==> config.mk <==
export PLATFORM = sky130hd
export DESIGN_NAME = pipe_mdu
export DESIGN_NICKNAME = d
export VERILOG_FILES = /design/src/rtl/pipe_mdu_pkg.sv /design/src/rtl/pipe_mdu_signfix.sv /design/src/rtl/pipe_mdu.sv
export SDC_FILE = /design/constraint.sdc
export NUM_CORES = 1
export LEC_CHECK = 0
export BUFFER_PORTS_ARGS = -buffer_cell sky130_fd_sc_hd__clkbuf_2
export CAP_MARGIN = 30
export CORE_MARGIN = 2
export CORE_UTILIZATION = 25
export DETAILED_ROUTE_END_ITERATION = 6
export PLACE_DENSITY = 0.51
export SKIP_CTS_REPAIR_TIMING = 1
export SLEW_MARGIN = 0
export SYNTH_ARGS = -nofsm -noshare
export SYNTH_HDL_FRONTEND = slang
export SYNTH_HIERARCHICAL = 1
export SYNTH_SLANG_ARGS = --single-unit
==> constraint.sdc <==
create_clock -name clock -period 4.2 [get_ports clock]
set_input_delay 0.63 -clock clock [delete_from_list [all_inputs] [get_ports clock]]
set_output_delay 0.63 -clock clock [all_outputs]
set_load 0.02 [all_outputs]
==> src/rtl/pipe_mdu_pkg.sv <==
`default_nettype none
// ============================================================================
// Module      : pipe_mdu_pkg
// Description : Shared definitions for the iterative multiply/divide unit:
//               operation encodings, FSM state type and the divide-by-zero
//               LO constant.
// Revision    : 1.0 - initial release
// ============================================================================
package pipe_mdu_pkg;

    // Operation encodings carried on the 3-bit op port
    localparam logic [2:0] MDU_MULT  = 3'b000;
    localparam logic [2:0] MDU_MULTU = 3'b001;
    localparam logic [2:0] MDU_DIV   = 3'b010;
    localparam logic [2:0] MDU_DIVU  = 3'b011;
    localparam logic [2:0] MDU_MTHI  = 3'b100;
    localparam logic [2:0] MDU_MTLO  = 3'b101;

    typedef enum logic [1:0] {
        IDLE = 2'd0,
        RUN  = 2'd1,
        FIX  = 2'd2
    } mdu_state_e;

    // LO value written on divide by zero: all ones in the low w bits.
    // Returned 64 bits wide; callers slice to their own WIDTH.
    function automatic logic [63:0] mdu_dz_lo(input int w);
        logic [63:0] r;
        r = '0;
        for (int i = 0; i < 64; i++) begin
            if (i < w) r[i] = 1'b1;
        end
        return r;
    endfunction

endpackage
`default_nettype wire

==> src/rtl/pipe_mdu_signfix.sv <==
`default_nettype none
// ============================================================================
// Module      : pipe_mdu_signfix
// Description : Combinational sign correction of the raw unsigned MDU result.
//               Multiply: product negated when the operand signs differ.
//               Divide  : quotient negated when the operand signs differ,
//                         remainder takes the dividend's sign; divide by
//                         zero forces LO to all ones.
// Ports       : i_raw      raw {upper,lower} result (2*WIDTH)
//               i_sign_a   sign of a (0 for unsigned ops)
//               i_sign_b   sign of b (0 for unsigned ops)
//               i_op       operation in flight
//               i_div_zero divisor was zero
//               o_hi/o_lo  corrected HI/LO values
// Revision    : 1.0 - initial release
// ============================================================================
module pipe_mdu_signfix
    import pipe_mdu_pkg::*;
#(
    parameter int WIDTH = 32
) (
    input  logic [2*WIDTH-1:0] i_raw,
    input  logic               i_sign_a,
    input  logic               i_sign_b,
    input  logic [2:0]         i_op,
    input  logic               i_div_zero,
    output logic [WIDTH-1:0]   o_hi,
    output logic [WIDTH-1:0]   o_lo
);

    localparam logic [63:0] c_DZ_FULL = mdu_dz_lo(WIDTH);

    logic               w_is_div;
    logic               w_neg;
    logic [2*WIDTH-1:0] w_prod;
    logic [WIDTH-1:0]   w_quot;
    logic [WIDTH-1:0]   w_rem;

    assign w_is_div = (i_op == MDU_DIV) || (i_op == MDU_DIVU);
    assign w_neg    = i_sign_a ^ i_sign_b;
    assign w_prod   = w_neg ? (~i_raw + 1'b1) : i_raw;
    assign w_quot   = w_neg ? (~i_raw[WIDTH-1:0] + 1'b1) : i_raw[WIDTH-1:0];
    // The remainder of |a| / 0 is |a|, so re-applying a's sign restores the
    // original dividend in HI as required for divide by zero.
    assign w_rem    = i_sign_a ? (~i_raw[2*WIDTH-1:WIDTH] + 1'b1)
                               : i_raw[2*WIDTH-1:WIDTH];

    always_comb begin
        o_hi = w_prod[2*WIDTH-1:WIDTH];
        o_lo = w_prod[WIDTH-1:0];
        if (w_is_div) begin
            o_hi = w_rem;
            o_lo = i_div_zero ? c_DZ_FULL[WIDTH-1:0] : w_quot;
        end
    end

endmodule
`default_nettype wire

==> src/rtl/pipe_mdu.sv <==
`default_nettype none
// ============================================================================
// Module      : pipe_mdu
// Description : Iterative multiply/divide unit with HI/LO registers, one
//               bit per cycle (shift-add multiply, restoring divide).
//               Optional macro PIPE_MDU_EARLY_OUT_EN: multiplies leave RUN
//               once the remaining multiplier bits are all zero.
// Ports       : clock, resetn (async active-low)
//               start/op/a/b  op issue from EXE
//               cancel        flush of the in-flight op
//               busy/done     status; hi/lo result registers
// Revision    : 1.0 - initial release
// ============================================================================
module pipe_mdu
    import pipe_mdu_pkg::*;
#(
    parameter int WIDTH = 32,
    parameter int CNT_W = $clog2(WIDTH) + 1
) (
    input  logic             clock,
    input  logic             resetn,
    input  logic             start,
    input  logic [2:0]       op,
    input  logic [WIDTH-1:0] a,
    input  logic [WIDTH-1:0] b,
    input  logic             cancel,
    output logic             busy,
    output logic             done,
    output logic [WIDTH-1:0] hi,
    output logic [WIDTH-1:0] lo
);

    mdu_state_e          r_state;
    logic [CNT_W-1:0]    r_cnt;
    logic [2:0]          r_op;
    logic                r_sign_a;
    logic                r_sign_b;
    logic                r_div_zero;
    logic [WIDTH-1:0]    r_opnd;     // multiplicand (mul) or divisor (div)
    logic [WIDTH-1:0]    r_mpl;      // remaining multiplier bits
    logic [2*WIDTH-1:0]  r_acc;
    logic [WIDTH-1:0]    r_hi;
    logic [WIDTH-1:0]    r_lo;
    logic                r_done;

    logic                w_signed;
    logic                w_is_div;
    logic [WIDTH-1:0]    w_abs_a;
    logic [WIDTH-1:0]    w_abs_b;
    logic [WIDTH:0]      w_mul_sum;
    logic [2*WIDTH-1:0]  w_mul_next;
    logic [WIDTH:0]      w_rem_sh;
    logic [WIDTH:0]      w_diff;
    logic [2*WIDTH-1:0]  w_div_next;
    logic                w_early_exit;
    logic [2*WIDTH-1:0]  w_raw;
    logic [WIDTH-1:0]    w_fix_hi;
    logic [WIDTH-1:0]    w_fix_lo;

    assign w_signed = (op == MDU_MULT) || (op == MDU_DIV);
    assign w_is_div = r_op[1];
    assign w_abs_a  = (w_signed && a[WIDTH-1]) ? (~a + 1'b1) : a;
    assign w_abs_b  = (w_signed && b[WIDTH-1]) ? (~b + 1'b1) : b;

    // Shift-add: add multiplicand into the upper half, shift right by one
    assign w_mul_sum  = {1'b0, r_acc[2*WIDTH-1:WIDTH]}
                      + (r_mpl[0] ? {1'b0, r_opnd} : '0);
    assign w_mul_next = {w_mul_sum, r_acc[WIDTH-1:1]};

    // Restoring divide: upper half is the partial remainder, lower half
    // shifts the dividend out and the quotient bits in.
    assign w_rem_sh   = {r_acc[2*WIDTH-1:WIDTH], r_acc[WIDTH-1]};
    assign w_diff     = w_rem_sh - {1'b0, r_opnd};
    assign w_div_next = w_diff[WIDTH]
                      ? {w_rem_sh[WIDTH-1:0], r_acc[WIDTH-2:0], 1'b0}
                      : {w_diff[WIDTH-1:0],   r_acc[WIDTH-2:0], 1'b1};

`ifdef PIPE_MDU_EARLY_OUT_EN
    assign w_early_exit = !w_is_div && ((r_mpl >> 1) == '0);
    // After an early exit r_cnt holds the shifts that were skipped
    assign w_raw        = r_acc >> r_cnt;
`else
    assign w_early_exit = 1'b0;
    assign w_raw        = r_acc;
`endif

    pipe_mdu_signfix #(
        .WIDTH      (WIDTH)
    ) u_signfix (
        .i_raw      (w_raw),
        .i_sign_a   (r_sign_a),
        .i_sign_b   (r_sign_b),
        .i_op       (r_op),
        .i_div_zero (r_div_zero),
        .o_hi       (w_fix_hi),
        .o_lo       (w_fix_lo)
    );

    always_ff @(posedge clock or negedge resetn) begin
        if (!resetn) begin
            r_state    <= IDLE;
            r_cnt      <= '0;
            r_op       <= '0;
            r_sign_a   <= 1'b0;
            r_sign_b   <= 1'b0;
            r_div_zero <= 1'b0;
            r_opnd     <= '0;
            r_mpl      <= '0;
            r_acc      <= '0;
            r_hi       <= '0;
            r_lo       <= '0;
            r_done     <= 1'b0;
        end else begin
            r_done <= 1'b0;
            case (r_state)
                IDLE: begin
                    if (start && !cancel) begin
                        if (!op[2]) begin
                            r_state    <= RUN;
                            r_cnt      <= CNT_W'(WIDTH);
                            r_op       <= op;
                            r_sign_a   <= w_signed & a[WIDTH-1];
                            r_sign_b   <= w_signed & b[WIDTH-1];
                            r_div_zero <= (b == '0);
                            if (op[1]) begin
                                r_opnd <= w_abs_b;
                                r_mpl  <= '0;
                                r_acc  <= {{WIDTH{1'b0}}, w_abs_a};
                            end else begin
                                r_opnd <= w_abs_a;
                                r_mpl  <= w_abs_b;
                                r_acc  <= '0;
                            end
                        end else if (op == MDU_MTHI) begin
                            r_hi <= a;
                        end else if (op == MDU_MTLO) begin
                            r_lo <= a;
                        end
                    end
                end
                RUN: begin
                    if (cancel) begin
                        r_state <= IDLE;
                    end else begin
                        r_acc <= w_is_div ? w_div_next : w_mul_next;
                        r_mpl <= r_mpl >> 1;
                        r_cnt <= r_cnt - 1'b1;
                        if (r_cnt == CNT_W'(1) || w_early_exit) begin
                            r_state <= FIX;
                        end
                    end
                end
                FIX: begin
                    r_state <= IDLE;
                    if (!cancel) begin
                        r_hi   <= w_fix_hi;
                        r_lo   <= w_fix_lo;
                        r_done <= 1'b1;
                    end
                end
                default: r_state <= IDLE;
            endcase
        end
    end

    assign busy = (r_state != IDLE);
    assign done = r_done;
    assign hi   = r_hi;
    assign lo   = r_lo;

endmodule
`default_nettype wire

==> results.py <==
metrics = {
    "grt": {
        "antenna_found_initial": 2,
        "track_usage_pct": 19.0,
        "first_global_vias": 14995,
        "grt-ovfl-total": 0,
        "grt_start_max_net_pins": 90,
        "grt_pass1_wl_um": 98200,
    },
    "placed_design": {
        "numPortBuffers": 136,
        "hpwl_um": 51900,
        "place_area_sq_mm": 0.0182,
        "post-place-ws_ps": 470,
        "dp.cells": 2958,
        "gp_congestion": 0.968,
    },
    "floorplanning": {
        "num_rows": 93,
        "die_area_sq_mm": 0.0674,
        "io_pins": 137,
        "fp.dieH_um": 260,
        "initial_utilization_pct": 25.3,
        "core_area_sq_mm": 0.0646,
        "die_w_um": 260,
    },
    "power": {
        "combPwrFrac_pct": 54.3,
        "switchingPower_mw": 6.10,
        "ir_drop_uv": 270,
        "seqPwrFrac_pct": 26.6,
        "clkPwrFrac_pct": 19.1,
        "swShare_pct": 47.5,
        "p_leak_nw": 8.32,
        "internal_power_mw": 6.74,
        "p_per_area_mw_per_mm2": 673,
    },
    "final_layout": {
        "fin_util_pct": 29.6,
        "stdcell_count": 3008,
        "final_nets": 2274,
        "syn2layout_area_growth_pct": 16.8,
        "drive_above_1_share_pct": 13.8,
        "final_area_sq_mm": 0.0191,
    },
    "detailed_routing": {
        "viasPerCell": 5.32,
        "num_vias": 16017,
        "ant_nets": 0,
        "drt_first_pass_iters": 7,
        "drt_iter0_drc": 1547,
        "wl_per_cell_um": 22.0,
        "drc": 0,
        "wirelength_um": 66100,
    },
    "setup_path": {
        "worst-path-max-fanout": 31,
        "end_kind": "flip-flop",
        "critPathLaunchType": "flip-flop",
        "arrival_ps": 4320,
        "cp_data_required_time_ps": 4660,
        "critPathKind": "flip-flop to flip-flop",
    },
    "timing": {
        "grt_setup_unrepaired": "false",
        "fmax_ghz": 0.259,
        "fin_crit_ps": 3850,
        "hold_violations": 0,
        "setup_viol": 0,
        "drv_slew": 0,
        "finClkSkew_ps": 32.7,
        "period_share_pct": 91.8,
        "slew_headroom_pct": 35.3,
        "fin_ws_ps": 345,
        "max_slew.worst_pin.slew_ps": 968,
        "fin_setup_tns_ps": 0,
    },
    "clocking": {
        "cts.path.max_buffers": 3,
        "clock_latency_ps": 570,
        "cts_root_buf": "clkbuf_16",
        "cts_tree": "yes",
        "cts_max_level": 1,
        "clk_pin_slew_ps": 70,
        "cts_buffers": 26,
        "cts_sinks": 205,
    },
    "synthesis": {
        "syn-cell-area_sq_mm": 0.0163,
        "syn_inst": 2019,
        "synth_warnings": 6,
        "postSynthAreaPerCell_sq_um": 8.10,
    },
    "job": {
        "drv_cap": 0,
    },
    "worst_hold_path": {
        "min_path_type": "input port to asynchronous set/reset pin",
    },
    "status": {
        "status": "complete, no violations",
    },
}
## metrics by stage
stage	power [mW]	hold WS, ps
6_report	12.8	72.7
2_1_floorplan	7.93	334
5_1_grt	13.7	145
3_5_place_dp	10.3	458
3_3_place_gp	10.3	451
4_1_cts	12.8	143
## power by group through the flow
stage | registers, mW | clock network (mW) | logic, mW
after floorplan | 3.51 | 0 | 4.43
after global placement | 3.40 | 0 | 6.86
after detailed placement | 3.42 | 0 | 6.85
after CTS | 3.39 | 2.51 | 6.89
after global routing | 3.49 | 2.57 | 7.60
final | 3.41 | 2.45 | 6.98
## sequential cells by signal (all words and copies together) (netlist names)
name        cells
done            1
hi             32
lo             32
r_acc          64
r_cnt           6
r_div_zero      1
r_mpl          32
r_op            1
r_opnd         32
r_sign_a        1
r_sign_b        1
r_state         2
## routing by layer
layer | global-route usage [%] | up-vias | part of all wire, %
li1 | - | 7491 | -
met1 | 27.9 | 7836 | 47
met2 | 28.3 | 608 | 42
met3 | 2.81 | 82 | 6.9
met4 | 6.34 | 0 | 3.4
met5 | 0 | - | 0
## area by class of cell
class	instances	area (sq um)
Inverter	65	244
Antenna cell	2	5.00
Timing Repair Buffer	189	1100
Clock buffer	35	734
Tap cell	855	1070
Fill cell	6932	45500
Multi-Input combinational cell	1644	10600
Clock inverter	13	185
Sequential cell	205	5130
## path summary, 6_finish.rpt
| check | startpoint | endpoint | slack (ps) | cells past startpoint |
|---|---|---|---|---|
| max | r_mpl[0] | r_acc[56] | 350 | 13 |
| min | resetn | hi[0] | 70 | 1 |
| max reg2reg | r_mpl[0] | r_acc[56] | 350 | 13 |
| min reg2reg | r_mpl[4] | r_mpl[3] | 470 | 2 |
| max in group asynchronous | resetn | r_mpl[7] | 3050 | 2 |
| min in group clock | b[31] | r_div_zero | 340 | 2 |
## critical path: stages (launching register included)
cell and delay (ps):
dfrtp_1 360, buf_4 310, nand2_1 160, inv_1 90, ha_1 230, a211oi_1 340
o211ai_1 200, a22o_1 300, a211oi_1 620, o21ai_1 260, a311o_1 370, xor2_1 190
nor2_1 70, a211oi_1 230
## cells in the final DEF (no fill, tap or decap), types with 6 or more instances in the layout
cell,count
nor4_1,11
nand2_1,197
and3_1,10
dfrtp_1,204
a21o_1,26
o21ai_0,142
clkbuf_16,26
nand4_1,11
clkbuf_2,135
xor2_1,82
inv_1,65
a31oi_1,22
nor3_1,33
o21ai_1,8
nand3_1,27
o21a_1,41
xnor2_1,93
o41ai_1,7
and2_1,43
o31ai_1,16
a21oi_1,249
or4_1,7
a22oi_1,44
a211o_1,6
mux2i_1,52
or3_1,22
nor2b_1,43
nand3b_1,6
nor2_1,176
nand2b_1,20
a211oi_1,14
buf_4,52
clkbuf_8,6
ha_1,70
nor2_2,7
o221ai_1,31
a21oi_2,6
o211ai_1,15
(Power assumes the default switching activity.)
